$ cat src/rtl/jk_bank_ctrl_if.sv
// rtl/jk_bank_ctrl_if.sv - command/JK-drive bundle between a command source and jk_bank_ctrl
//
// Purpose: groups the command handshake, the registered J/K bank drive and the
//          status outputs of jk_bank_ctrl into one bundle.
// Signals:
//   cmd_valid, cmd_op[2:0], cmd_data[WIDTH], cmd_amt[CNT_W]  source -> controller
//   cmd_ready, j[WIDTH], k[WIDTH], q_mirror[WIDTH], busy, done  controller -> source/bank
// Modports: master (command source / bench), slave (controller).
interface jk_bank_ctrl_if #(
    parameter int WIDTH = 8,
    parameter int CNT_W = 3
);
    logic             cmd_valid;
    logic             cmd_ready;
    logic [2:0]       cmd_op;
    logic [WIDTH-1:0] cmd_data;
    logic [CNT_W-1:0] cmd_amt;
    logic [WIDTH-1:0] j;
    logic [WIDTH-1:0] k;
    logic [WIDTH-1:0] q_mirror;
    logic             busy;
    logic             done;

    modport master (
        output cmd_valid, cmd_op, cmd_data, cmd_amt,
        input  cmd_ready, j, k, q_mirror, busy, done
    );

    modport slave (
        input  cmd_valid, cmd_op, cmd_data, cmd_amt,
        output cmd_ready, j, k, q_mirror, busy, done
    );
endinterface

$ cat src/rtl/jk_bank_ctrl.sv
// rtl/jk_bank_ctrl.sv - command sequencer driving the j/k inputs of a JK flip-flop bank
//
// Purpose: turns LOAD / CLEAR / SET / TOGGLE / SHL / SHR / ROTL commands into
//          registered per-cycle J/K pairs for WIDTH JK cells, keeps q_mirror as a
//          cycle-exact copy of the bank q and pulses done when a result is in place.
// Ports:
//   clk    system clock, rising edge
//   rst_n  asynchronous active-low reset
//   bus    jk_bank_ctrl_if.slave: command handshake, j/k drive, q_mirror, busy, done
module jk_bank_ctrl #(
    parameter int WIDTH = 8,
    parameter int CNT_W = 3
) (
    input  logic           clk,
    input  logic           rst_n,
    jk_bank_ctrl_if.slave  bus
);
    localparam logic [2:0] OP_NOP    = 3'b000;
    localparam logic [2:0] OP_LOAD   = 3'b001;
    localparam logic [2:0] OP_CLEAR  = 3'b010;
    localparam logic [2:0] OP_SET    = 3'b011;
    localparam logic [2:0] OP_TOGGLE = 3'b100;
    localparam logic [2:0] OP_SHL    = 3'b101;
    localparam logic [2:0] OP_SHR    = 3'b110;
    localparam logic [2:0] OP_ROTL   = 3'b111;

    typedef enum logic [1:0] {
        S_INIT,
        S_IDLE,
        S_SHIFT
    } state_t;

    state_t           r_state;
    logic [WIDTH-1:0] r_j;
    logic [WIDTH-1:0] r_k;
    logic [WIDTH-1:0] r_q;
    logic [CNT_W-1:0] r_rem;
    logic [2:0]       r_op;
    logic             r_last;
    logic             r_done;

    state_t           w_state_nxt;
    logic [WIDTH-1:0] w_j_nxt;
    logic [WIDTH-1:0] w_k_nxt;
    logic [CNT_W-1:0] w_rem_nxt;
    logic [2:0]       w_op_nxt;
    logic             w_last_nxt;
    logic [WIDTH-1:0] w_shadow;
    logic [WIDTH-1:0] w_step;
    logic             w_ready;
    logic             w_accept;

    // One-position move of the bank value; fill bits are zero except for ROTL.
    function automatic logic [WIDTH-1:0] f_step(input logic [2:0] op,
                                                input logic [WIDTH-1:0] v);
        case (op)
            OP_SHL:  f_step = {v[WIDTH-2:0], 1'b0};
            OP_SHR:  f_step = {1'b0, v[WIDTH-1:1]};
            default: f_step = {v[WIDTH-2:0], v[WIDTH-1]};
        endcase
    endfunction

    // Value the bank will hold after the next edge: JK next-state of the
    // currently driven pair applied to the mirror. Commands build on this so
    // a command accepted right behind another sees its pending result.
    assign w_shadow = (r_j & ~r_q) | (~r_k & r_q);
    assign w_ready  = (r_state == S_IDLE);
    assign w_accept = w_ready && bus.cmd_valid;

    always_comb begin
        w_state_nxt = r_state;
        w_j_nxt     = '0;
        w_k_nxt     = '0;
        w_rem_nxt   = r_rem;
        w_op_nxt    = r_op;
        w_last_nxt  = 1'b0;
        w_step      = f_step(r_op, w_shadow);
        case (r_state)
            S_INIT: begin
                w_state_nxt = S_IDLE;
            end
            S_IDLE: begin
                if (w_accept) begin
                    w_last_nxt = 1'b1;
                    case (bus.cmd_op)
                        OP_LOAD: begin
                            w_j_nxt = bus.cmd_data;
                            w_k_nxt = ~bus.cmd_data;
                        end
                        OP_CLEAR:  w_k_nxt = bus.cmd_data;
                        OP_SET:    w_j_nxt = bus.cmd_data;
                        OP_TOGGLE: begin
                            w_j_nxt = bus.cmd_data;
                            w_k_nxt = bus.cmd_data;
                        end
                        OP_SHL, OP_SHR, OP_ROTL: begin
                            // Amount 0 degenerates to a NOP with a done pulse.
                            if (bus.cmd_amt != '0) begin
                                w_step   = f_step(bus.cmd_op, w_shadow);
                                w_j_nxt  = w_step;
                                w_k_nxt  = ~w_step;
                                w_op_nxt = bus.cmd_op;
                                if (bus.cmd_amt != CNT_W'(1)) begin
                                    w_last_nxt  = 1'b0;
                                    w_state_nxt = S_SHIFT;
                                    w_rem_nxt   = bus.cmd_amt - CNT_W'(1);
                                end
                            end
                        end
                        default: ; // OP_NOP: j = k = 0
                    endcase
                end
            end
            S_SHIFT: begin
                w_j_nxt   = w_step;
                w_k_nxt   = ~w_step;
                w_rem_nxt = r_rem - CNT_W'(1);
                if (r_rem == CNT_W'(1)) begin
                    w_state_nxt = S_IDLE;
                    w_last_nxt  = 1'b1;
                end
            end
            default: w_state_nxt = S_INIT;
        endcase
    end

    // Reset drives k to all ones so every edge under reset clears the bank.
    always_ff @(posedge clk or negedge rst_n) begin
        if (!rst_n) begin
            r_state <= S_INIT;
            r_j     <= '0;
            r_k     <= '1;
            r_q     <= '0;
            r_rem   <= '0;
            r_op    <= OP_NOP;
            r_last  <= 1'b0;
            r_done  <= 1'b0;
        end else begin
            r_state <= w_state_nxt;
            r_j     <= w_j_nxt;
            r_k     <= w_k_nxt;
            r_q     <= w_shadow;
            r_rem   <= w_rem_nxt;
            r_op    <= w_op_nxt;
            r_last  <= w_last_nxt;
            // done lags the final j/k pair by one edge: that is the edge at
            // which the bank actually takes the final value.
            r_done  <= r_last;
        end
    end

    assign bus.cmd_ready = w_ready;
    assign bus.busy      = ~w_ready;
    assign bus.j         = r_j;
    assign bus.k         = r_k;
    assign bus.q_mirror  = r_q;
    assign bus.done      = r_done;
endmodule
$ cat src/flat_wrapper.sv
// flat-port wrapper written by rule: the top's interface ports become plain ports
module jk_bank_ctrl_flat 
#(
    parameter int WIDTH = 8,
    parameter int CNT_W = 3
)
  (clk, rst_n, bus_cmd_valid, bus_cmd_op, bus_cmd_data, bus_cmd_amt, bus_cmd_ready, bus_j, bus_k, bus_q_mirror, bus_busy, bus_done);
  jk_bank_ctrl_if #(.WIDTH(WIDTH), .CNT_W(CNT_W)) bus_i ();
  input  logic clk;
  input  logic rst_n;
  input wire logic [$bits(bus_i.cmd_valid)-1:0] bus_cmd_valid;
  input wire logic [$bits(bus_i.cmd_op)-1:0] bus_cmd_op;
  input wire logic [$bits(bus_i.cmd_data)-1:0] bus_cmd_data;
  input wire logic [$bits(bus_i.cmd_amt)-1:0] bus_cmd_amt;
  output wire logic [$bits(bus_i.cmd_ready)-1:0] bus_cmd_ready;
  output wire logic [$bits(bus_i.j)-1:0] bus_j;
  output wire logic [$bits(bus_i.k)-1:0] bus_k;
  output wire logic [$bits(bus_i.q_mirror)-1:0] bus_q_mirror;
  output wire logic [$bits(bus_i.busy)-1:0] bus_busy;
  output wire logic [$bits(bus_i.done)-1:0] bus_done;
  assign bus_i.cmd_valid = bus_cmd_valid;
  assign bus_i.cmd_op = bus_cmd_op;
  assign bus_i.cmd_data = bus_cmd_data;
  assign bus_i.cmd_amt = bus_cmd_amt;
  assign bus_cmd_ready = bus_i.cmd_ready;
  assign bus_j = bus_i.j;
  assign bus_k = bus_i.k;
  assign bus_q_mirror = bus_i.q_mirror;
  assign bus_busy = bus_i.busy;
  assign bus_done = bus_i.done;
  jk_bank_ctrl #(.WIDTH(WIDTH), .CNT_W(CNT_W)) u_core (.clk(clk), .rst_n(rst_n), .bus(bus_i));
endmodule
$ cat config.mk
export PLATFORM = sky130hd
export DESIGN_NAME = jk_bank_ctrl_flat
export DESIGN_NICKNAME = d
export VERILOG_FILES = /design/src/rtl/jk_bank_ctrl_if.sv /design/src/rtl/jk_bank_ctrl.sv /design/src/flat_wrapper.sv
export SDC_FILE = /design/constraint.sdc
export NUM_CORES = 1
export LEC_CHECK = 0
export BUFFER_PORTS_ARGS = -buffer_cell sky130_fd_sc_hd__buf_2
export CORE_UTILIZATION = 40
export CTS_BUF_LIST = sky130_fd_sc_hd__clkbuf_2 sky130_fd_sc_hd__clkbuf_4 sky130_fd_sc_hd__clkbuf_8
export CTS_CLUSTER_DIAMETER = 40
export DETAILED_ROUTE_END_ITERATION = 12
export PLACE_DENSITY_LB_ADDON = 0.08
export SYNTH_ARGS = -nofsm -noshare
export SYNTH_HDL_FRONTEND = slang
export SYNTH_SLANG_ARGS = --single-unit
$ cat constraint.sdc
create_clock -name clk -period 3.45 [get_ports clk]
set_clock_uncertainty 0.15 [all_clocks]
set_input_delay 0.69 -clock clk [delete_from_list [all_inputs] [get_ports clk]]
set_output_delay 0.69 -clock clk [all_outputs]
set_load 0.02 [all_outputs]
==> results of run 1 <==
kinds of logic (layout without fill, tap and decap cells):
| family | count (synthesis) | after routing | synth area share, % |
|---|---|---|---|
| flip-flops | 34 | 34 | 40.42 |
| AND/OR/NAND/NOR | 70 | 70 | 15.69 |
| multiplexers | 22 | 22 | 10.63 |
| XOR/XNOR | 1 | 1 | 0.4114 |
| AO/OA/AOI/OAI | 64 | 64 | 22.15 |
| adder cells (fa/ha/maj) | 9 | 9 | 5.288 |
| buffers and inverters | 27 | 67 | 5.405 |
sequential cells by signal, indices dropped and copies added (netlist names):
signal / flops
u_core.r_rem: 3
u_core.bus.q_mirror: 8
u_core.bus.j: 8
u_core.r_op: 3
u_core.bus.done: 1
u_core.r_last: 1
u_core.bus.k: 8
u_core.r_state: 2
metal layers:
metal | wire length [µm] | global-route usage [%]
met5 | 0 | 0
met4 | 50 | 6.918
met3 | 182 | 2.811
met2 | 2315 | 31.93
met1 | 2368 | 26.20
final cells by class:
cell class              count  area, µm²  share of cell area [%]
clock buffers               7      90.09                   3.644
clock inverters             1      5.005                  0.2024
inverters                  16      60.06                   2.429
multi-input cells         166       1154                   46.66
flip-flops and latches     34      860.8                   34.82
well taps                  70      87.58                   3.543
repair buffers             43      215.2                   8.704
power groups by stage:
stage | sequential (µW) | clock, µW | combinational (µW)
6_report | 636 | 314 | 932
5_1_grt | 660 | 338 | 1040
4_1_cts | 638 | 319 | 939
3_5_place_dp | 644 | 0 | 937
3_3_place_gp | 641 | 0 | 933
2_1_floorplan | 751 | 0 | 563
synthesized netlist by cell type, drive strengths merged (8+ instances only):
master | instances | area share (%)
o21ai | 9 | 2.3
inv | 16 | 2.8
nand2 | 31 | 5.5
mux2i | 20 | 9.6
dfrtp | 26 | 31
dfstp | 8 | 9.9
o2bb2ai | 9 | 3.7
ha | 9 | 5.3
nor2 | 13 | 2.4
a21oi | 8 | 1.9
how the worst max path moves through the flow:
stage / depth (start not counted) / end
6_report: 3 / bus_cmd_ready
5_1_grt: 5 / u_core.bus.k[5]$_DFF_PN1_
4_1_cts: 3 / bus_cmd_ready
3_5_place_dp: 7 / u_core.r_op[0]$_DFFE_PN0P_
3_3_place_gp: 7 / u_core.r_op[0]$_DFFE_PN0P_
2_1_floorplan: 4 / bus_busy
through the flow:
| stage | area (µm²) | setup WS (ps) |
|---|---|---|
| 4_1_cts | 2472 | 1179 |
| 6_report | 2472 | 1205 |
| 3_3_place_gp | 2377 | 1101 |
| 2_1_floorplan | 2130 | 1409 |
| 3_5_place_dp | 2377 | 1100 |
| 5_1_grt | 2472 | 1056 |
worst reg2reg max path: stages, from the launching register on:
cell      delay (ps)
dfrtp_1          410
inv_1             90
ha_1             380
and3_1           490
nand2_1          290
o221ai_1         260
==> run_results.csv, run 1 <==
group,metric,value,unit
synth,ys_ff_latch,34,
cells_and_area,final_util,48.41,%
setup_path,worstPathCellList,"inv_1 -> ha_1 -> buf_2",
drt,antenna_left,0,
timing,tns,0,ps
floorplanning,pin_count,44,
setup_path,crit_path_start_kind,"flip-flop",
floorplanning,die_y,74.97,µm
timing,timing.slew.headroom,50.41,%
pwr,fin_total_pwr,1882,µW
cells_and_area,final_common_cell,"buf_2",
synth,synth-edff-count,0,
clocking,postCtsHoldBufs,0,
floorplanning,chipWidth,74.97,µm
clocking,cts_buffers,5,
timing,whs,207.9,ps
drt,first_pass_iters,4,
synth,yosysSeqAreaShare,40.42,%
floorplanning,die_area,5620,µm²
clocking,htreeDepth,2,
clocking,cts_tree,"yes",
setup_path,rrSetupSlack,1300,ps
timing,layout_min_cycle_time,2245,ps
timing,drv_slew,0,
setup_path,endpoint_kind,"output pin",
pwr,p_int,1047,µW
clocking,clkLatencyLatePin,280,ps
cells_and_area,final_layout_size_suffix_gt1_share,25.84,%
worst_hold_path,hp-start,"u_core.r_last$_DFF_PN0_",
synth,avgSynthCellArea,9.381,µm²
worst_hold_path,hold_end,"u_core.bus.done$_DFF_PN0_",
pwr,switching_share,44.34,%
pwr,seqPwrFrac,33.8,%
floorplanning,start_util,41.70,%
worst_hold_path,hold_depth,0,
clocking,clk_pin_slew_worst_paths,70,ps
cells_and_area,fillers,507,
timing,min_period_over_period,65.06,%
setup_path,r2r-start,"u_core.r_state[1]$_DFFE_PN0P_",
worst_hold_path,min_path_type,"flip-flop to flip-flop",
clocking,cts_buffer_depth,2,
timing,worst_slew_pin_slew,743.8,ps
timing,setup_viol,0,
setup_path,path_delay_family,"flip-flops",
setup_path,slowest_stage,"dfrtp_1",
floorplanning,coreArea,5107,µm²
global_route,overflow,0,
place,gp_congestion,0.7877,
global_route,grt_pass1_vias,1672,
drt,drc_errors,0,
synth,async_flop_share,100.0,%
setup_path,critPathRequiredTime,2610,ps
drt,viasPerCell,5.297,
pwr,power_frac_comb,49.5,%
timing,rsz0062_at_grt,"no",
pwr,powerDensity,761.0,nW/µm²
place,port_buffers,43,
synth,syn_nets,253,
pwr,p_leak,0.001228,µW
setup_path,rr_worst_depth,5,
clocking,clockRootBuffer,"clkbuf_8",
clocking,postCtsSetupBuffers,0,
floorplanning,fp-row-count,26,
cells_and_area,insertedDiodeCount,0,
status,status,"complete, no violations",
synth,synth_ff_type,"dfrtp_1",
cells_and_area,layout.nets,292,
cells_and_area,final_cell_mix,"buf_2, nand2_1, dfrtp_1",
pwr,p_clk_share,16.7,%
pwr,power.net_switching,834.3,µW
setup_path,critPathMaxStageDelay,410,ps
place,placedCellCount,329,
clocking,cts.repair.resized,0,
setup_path,crit_type,"flip-flop to output pin",
drt,vias,1785,
timing,hold_viol,0,
place,dp_hpwl,3.538,mm
timing,fmax,445.5,MHz
drt,drt_iter0_markers,105,
synth,synth_cell_type_count,45,
setup_path,critPathLaunch,"u_core.r_state[1]$_DFFE_PN0P_",
cells_and_area,fin_cells,337,
synth,ys_warn_count,0,
drt,wl,4.916,mm
setup_path,cp_max_fo,12,
global_route,grtUsageTotal,19.45,%
flow_run,drv_cap,0,
synth,synthCells,227,
global_route,grt_pass1_wl,8.052,mm
cells_and_area,area_growth,16.10,%
synth,syn_area,2130,µm²
drt,wire_per_inst,14.59,µm
setup_path,crit_buf_inv,2,
setup_path,r2r-end,"u_core.bus.k[5]$_DFF_PN1_",
clocking,cts.sinks,34,
pwr,peakVddDrop,0.2996,mV
setup_path,cp_data_arrival_time,1400,ps
global_route,antenna_found_initial,0,
global_route,grt_max_degree,35,
(Power assumes the default switching activity.)
==> inputs of run 2 (changes only) <==
==> constraint.sdc (replaced) <==
create_clock -name clk -period 1.9 [get_ports clk]
set_clock_uncertainty 0.15 [all_clocks]
set_input_delay 0.38 -clock clk [delete_from_list [all_inputs] [get_ports clk]]
set_output_delay 0.38 -clock clk [all_outputs]
set_load 0.02 [all_outputs]
==> run 2 against run 1 <==
Clock-buffer cell count is the same. Non-clock buffer count increased by 31. Sequential power grew 81%. Global-route usage increased by 0.51 points. Utilization is 5.4 points higher.
==> run_results.csv, run 2 (synthesis gave the netlist of run 1 again) <==
group,metric,value,unit
status,status,"complete, no violations",
setup_path,endpoint_kind,"output pin",
drt,wire_per_inst,13.99,µm
clocking,htreeDepth,2,
global_route,grt_pass1_wl,8.293,mm
cells_and_area,final_layout_size_suffix_gt1_share,33.56,%
pwr,peakVddDrop,0.5830,mV
setup_path,critPathMaxStageDelay,380,ps
cells_and_area,final_cell_mix,"buf_2, nand2_1, buf_4",
pwr,fin_total_pwr,3839,µW
clocking,cts_buffer_depth,2,
pwr,p_leak,0.001396,µW
setup_path,crit_type,"flip-flop to output pin",
drt,first_pass_iters,4,
worst_hold_path,min_path_type,"input port to flip-flop",
timing,worst_slew_pin_slew,635.6,ps
setup_path,path_depth,5,
place,port_buffers,43,
floorplanning,fp-row-count,26,
setup_path,critPathRequiredTime,1370,ps
global_route,grtUsageTotal,19.95,%
floorplanning,die_y,74.97,µm
clocking,cts_buffers,5,
timing,hold_viol,0,
setup_path,rr_worst_depth,5,
timing,timing.slew.headroom,57.18,%
setup_path,slowest_stage,"dfrtp_1",
timing,min_period_over_period,97.22,%
setup_path,critPathMostFrequentCell,"buf_4",
drt,vias,1925,
floorplanning,start_util,41.70,%
timing,fmax,541.4,MHz
setup_path,critPathLaunch,"u_core.r_state[0]$_DFFE_PN0P_",
clocking,clkLatencyLatePin,290,ps
cells_and_area,insertedDiodeCount,0,
timing,layout_min_cycle_time,1847,ps
setup_path,crit_path_start_kind,"flip-flop",
pwr,powerDensity,1398,nW/µm²
drt,drt_iter0_markers,82,
cells_and_area,layout.nets,323,
setup_path,cp_data_arrival_time,1320,ps
global_route,grt_pass1_vias,1764,
setup_path,crit_buf_inv,4,
drt,antenna_left,0,
setup_path,r2r-end,"u_core.bus.j[6]$_DFF_PN0_",
drt,wl,5.149,mm
worst_hold_path,hold_depth,3,
floorplanning,chipWidth,74.97,µm
place,gp_congestion,0.8499,
global_route,grt_max_degree,20,
clocking,clockRootBuffer,"clkbuf_8",
clocking,clk_pin_slew_worst_paths,70,ps
cells_and_area,final_util,53.77,%
setup_path,r2r-start,"u_core.r_state[0]$_DFFE_PN0P_",
timing,drv_slew,0,
setup_path,cp-endpoint,"bus_busy",
timing,tns,0,ps
setup_path,rrSetupSlack,110,ps
flow_run,drv_cap,0,
floorplanning,pin_count,44,
drt,drc_errors,0,
clocking,cts.sinks,34,
setup_path,path_delay_family,"buffers and inverters",
cells_and_area,area_growth,28.97,%
floorplanning,coreArea,5107,µm²
timing,setup_viol,0,
global_route,overflow,0,
drt,viasPerCell,5.231,
setup_path,cp_max_fo,7,
global_route,antenna_found_initial,0,
place,dp_hpwl,3.888,mm
setup_path,worstPathCellList,"buf_4 -> ha_1 -> buf_6 -> inv_1 -> buf_4",
floorplanning,die_area,5620,µm²
clocking,cts_tree,"yes",
cells_and_area,final_common_cell,"buf_2",
## run 2: changes by cell type in the layout (fill, tap and decap cells not counted)
cell / change
buf_6: +1
and2_2: +1
clkbuf_4: +1
buf_12: +1
dlygate4sd3_1: +1
bufinv_16: +1
and2_1: -1
buf_2: -1
clkbuf_8: -1
buf_4: +29
clkinv_2: -1
## run 2: where the power goes
group          internal (µW)  total, µW  switching [µW]
registers                992       1150             155
logic                    844       2010            1160
clock network            421        683             262
## run 2: worst min-delay path by stage
stage / to / slack [ps] / startpoint
6_report: u_core.bus.j[2]$_DFF_PN0_ / 180 / bus_cmd_data[2]
4_1_cts: u_core.bus.j[2]$_DFF_PN0_ / 180 / bus_cmd_data[2]
3_5_place_dp: u_core.bus.q_mirror[4]$_DFF_PN0_ / 180 / rst_n
3_3_place_gp: u_core.bus.q_mirror[4]$_DFF_PN0_ / 180 / rst_n
5_1_grt: u_core.bus.j[3]$_DFF_PN0_ / 210 / bus_cmd_data[3]
2_1_floorplan: u_core.bus.done$_DFF_PN0_ / -70 / rst_n
## run 2: what timing repair did
action / CTS / global route
resized for setup: 1 / 2
hold buffers: 1 / 0
buffers inserted: 0 / 3
hold endpoints to repair: 13 / 0
setup endpoints to repair: 1 / 3
pin swaps: 0 / 0
## run 2: layout make-up
class	count	area [µm²]
inverter	16	60.06
fill	495	2361
clock inverter	1	30.03
multi-input combinational	166	1155
timing repair buffer	74	469.2
sequential	34	860.8
tap	70	87.58
clock buffer	7	83.83
## run 2: per-layer routing
layer / wire length [µm] / track usage [%]
met3: 217 / 3.748
met5: 0 / 0
met1: 2341 / 25.23
met4: 106 / 7.966
met2: 2484 / 33.63
## run 2: through the flow
step / std cells / setup slack, ps / hold slack, ps / cell area [µm²]
after floorplan: 227 / 43.34 / -65.59 / 2131
after global placement: 356 / -16.41 / 181.9 / 2592
after detailed placement: 356 / -127.4 / 180.1 / 2592
after CTS: 365 / 6.827 / 179.1 / 2719
after global routing: 368 / -4.558 / 206.4 / 2746
final: 368 / 52.90 / 182.0 / 2746
## run 2: tightest hold or removal path, cell delays in order
cell	delay, ps
buf_2	110
nand2_1	50
nand2_1	50
==> inputs of run 3 (changes only) <==
--- a/config.mk
+++ b/config.mk
@@ -6,7 +6,8 @@
 export NUM_CORES = 1
 export LEC_CHECK = 0
 export BUFFER_PORTS_ARGS = -buffer_cell sky130_fd_sc_hd__buf_2
-export CORE_UTILIZATION = 40
+export CORE_ASPECT_RATIO = 0.5
+export CORE_UTILIZATION = 51
 export CTS_BUF_LIST = sky130_fd_sc_hd__clkbuf_2 sky130_fd_sc_hd__clkbuf_4 sky130_fd_sc_hd__clkbuf_8
 export CTS_CLUSTER_DIAMETER = 40
 export DETAILED_ROUTE_END_ITERATION = 12
==> run 3 against run 2 <==
Cell area shrank 2.1%. Sequential power is essentially flat. Utilization grew 14 points. Via count shrank 0.57%. First-iteration DRC count shrank 15%. Setup slack gained 17 ps. Combinational power shrank 3%. Die area shrank 21%. Routed wire length shrank 1.5%.
==> run_results.csv, run 3 (synthesis gave the netlist of run 1 again) <==
group,metric,value,unit
pwr,fin_total_pwr,3909,µW
global_route,antenna_found_initial,0,
clocking,clkLatencyLatePin,290,ps
cells_and_area,layout.nets,316,
floorplanning,coreArea,3944,µm²
setup_path,cp_max_fo,11,
place,dp_hpwl,3.807,mm
drt,drc_errors,0,
worst_hold_path,min_path_type,"input port to async pin",
flow_run,drv_cap,0,
timing,min_period_over_period,96.31,%
setup_path,critPathMostFrequentCell,"buf_4",
pwr,p_leak,0.001367,µW
setup_path,worstPathCellList,"buf_4 -> ha_2 -> buf_6 -> inv_1 -> buf_4",
floorplanning,die_y,47.69,µm
timing,drv_slew,0,
cells_and_area,final_common_cell,"buf_2",
floorplanning,pin_count,44,
pwr,peakVddDrop,0.8060,mV
setup_path,path_delay_family,"buffers and inverters",
setup_path,r2r-start,"u_core.r_state[0]$_DFFE_PN0P_",
clocking,clockRootBuffer,"clkbuf_8",
floorplanning,chipWidth,93.39,µm
setup_path,crit_buf_inv,4,
timing,layout_min_cycle_time,1830,ps
drt,vias,1914,
clocking,postCtsHoldBufs,0,
global_route,grt_max_degree,35,
timing,fmax,546.5,MHz
timing,setup_viol,0,
drt,drt_iter0_markers,70,
cells_and_area,area_growth,26.20,%
clocking,cts_buffer_depth,2,
timing,rsz0062_at_grt,"no",
pwr,powerDensity,1454,nW/µm²
place,port_buffers,43,
timing,timing.slew.headroom,49.38,%
drt,antenna_left,0,
setup_path,r2r-end,"u_core.bus.j[6]$_DFF_PN0_",
drt,wire_per_inst,14.70,µm
timing,whs,8.262,ps
place,gp_congestion,0.8476,
global_route,grt_pass1_wl,7.790,mm
floorplanning,start_util,54.00,%
setup_path,endpoint_kind,"output pin",
setup_path,rrSetupSlack,100,ps
global_route,grt_pass1_vias,1661,
setup_path,rr_worst_depth,6,
clocking,htreeDepth,2,
drt,viasPerCell,5.548,
setup_path,path_depth,5,
cells_and_area,insertedDiodeCount,0,
status,status,"complete, no violations",
cells_and_area,final_layout_size_suffix_gt1_share,32.99,%
cells_and_area,fillers,322,
timing,worst_slew_pin_slew,759.3,ps
setup_path,crit_path_start_kind,"flip-flop",
setup_path,crit_type,"flip-flop to output pin",
drt,first_pass_iters,4,
setup_path,critPathMaxStageDelay,380,ps
timing,hold_viol,0,
setup_path,critPathRequiredTime,1370,ps
global_route,grtUsageTotal,23.64,%
clocking,cts.sinks,34,
cells_and_area,final_cell_mix,"buf_2, nand2_1, dfrtp_1",
setup_path,slowest_stage,"dfrtp_1",
clocking,clk_pin_slew_worst_paths,70,ps
global_route,overflow,0,
drt,wl,5.071,mm
setup_path,cp_data_arrival_time,1300,ps
floorplanning,die_area,4454,µm²
cells_and_area,final_util,68.15,%
clocking,cts_buffers,5,
clocking,cts_tree,"yes",
floorplanning,fp-row-count,16,
## run 3: how the worst max path moves through the flow
stage / start / end
3_5_place_dp: bus_cmd_amt[0] / u_core.r_rem[1]$_DFFE_PN0P_
4_1_cts: u_core.r_state[0]$_DFFE_PN0P_ / bus_busy
2_1_floorplan: u_core.r_state[1]$_DFFE_PN0P_ / u_core.r_op[0]$_DFFE_PN0P_
6_report: u_core.r_state[0]$_DFFE_PN0P_ / bus_busy
5_1_grt: u_core.r_state[0]$_DFFE_PN0P_ / bus_busy
3_3_place_gp: bus_cmd_amt[0] / u_core.r_rem[1]$_DFFE_PN0P_
## run 3: what timing repair did
item	4_1_cts	5_1_grt
setup endpoints to repair	1	8
setup buffers	0	0
resized for setup	1	5
## run 3: metrics by stage
stage	worst slack [ps]	area [µm²]	std cells	TNS, ps
2_1_floorplan	43.34	2131	227	0
3_3_place_gp	9.564	2537	337	0
3_5_place_dp	-84.02	2537	337	-361.9
4_1_cts	3.593	2678	345	0
5_1_grt	4.769	2688	345	0
6_report	70.02	2688	345	0
## run 3: metal layers
metal	GRT usage (%)	routed length (µm)
met1	30.45	2386
met3	6.349	295
met2	41.03	2359
met5	0	0
met4	6.462	30
## run 3: power by group
part	total (µW)	switching (µW)	internal (µW)
sequential	1150	156	992
combinational	1950	1160	794
clock	808	282	526
total	3910	1600	2310
## run 3: final cells by class
class                      count  area, µm²  share of cell area [%]
inverter                      16      60.06                   2.235
clock buffer                   5      68.82                   2.561
sequential                    34      860.8                   32.03
clock inverter                 3      68.82                   2.561
tap                           54      67.56                   2.514
timing repair buffer          67      401.6                   14.94
multi-input combinational    166       1160                   43.16
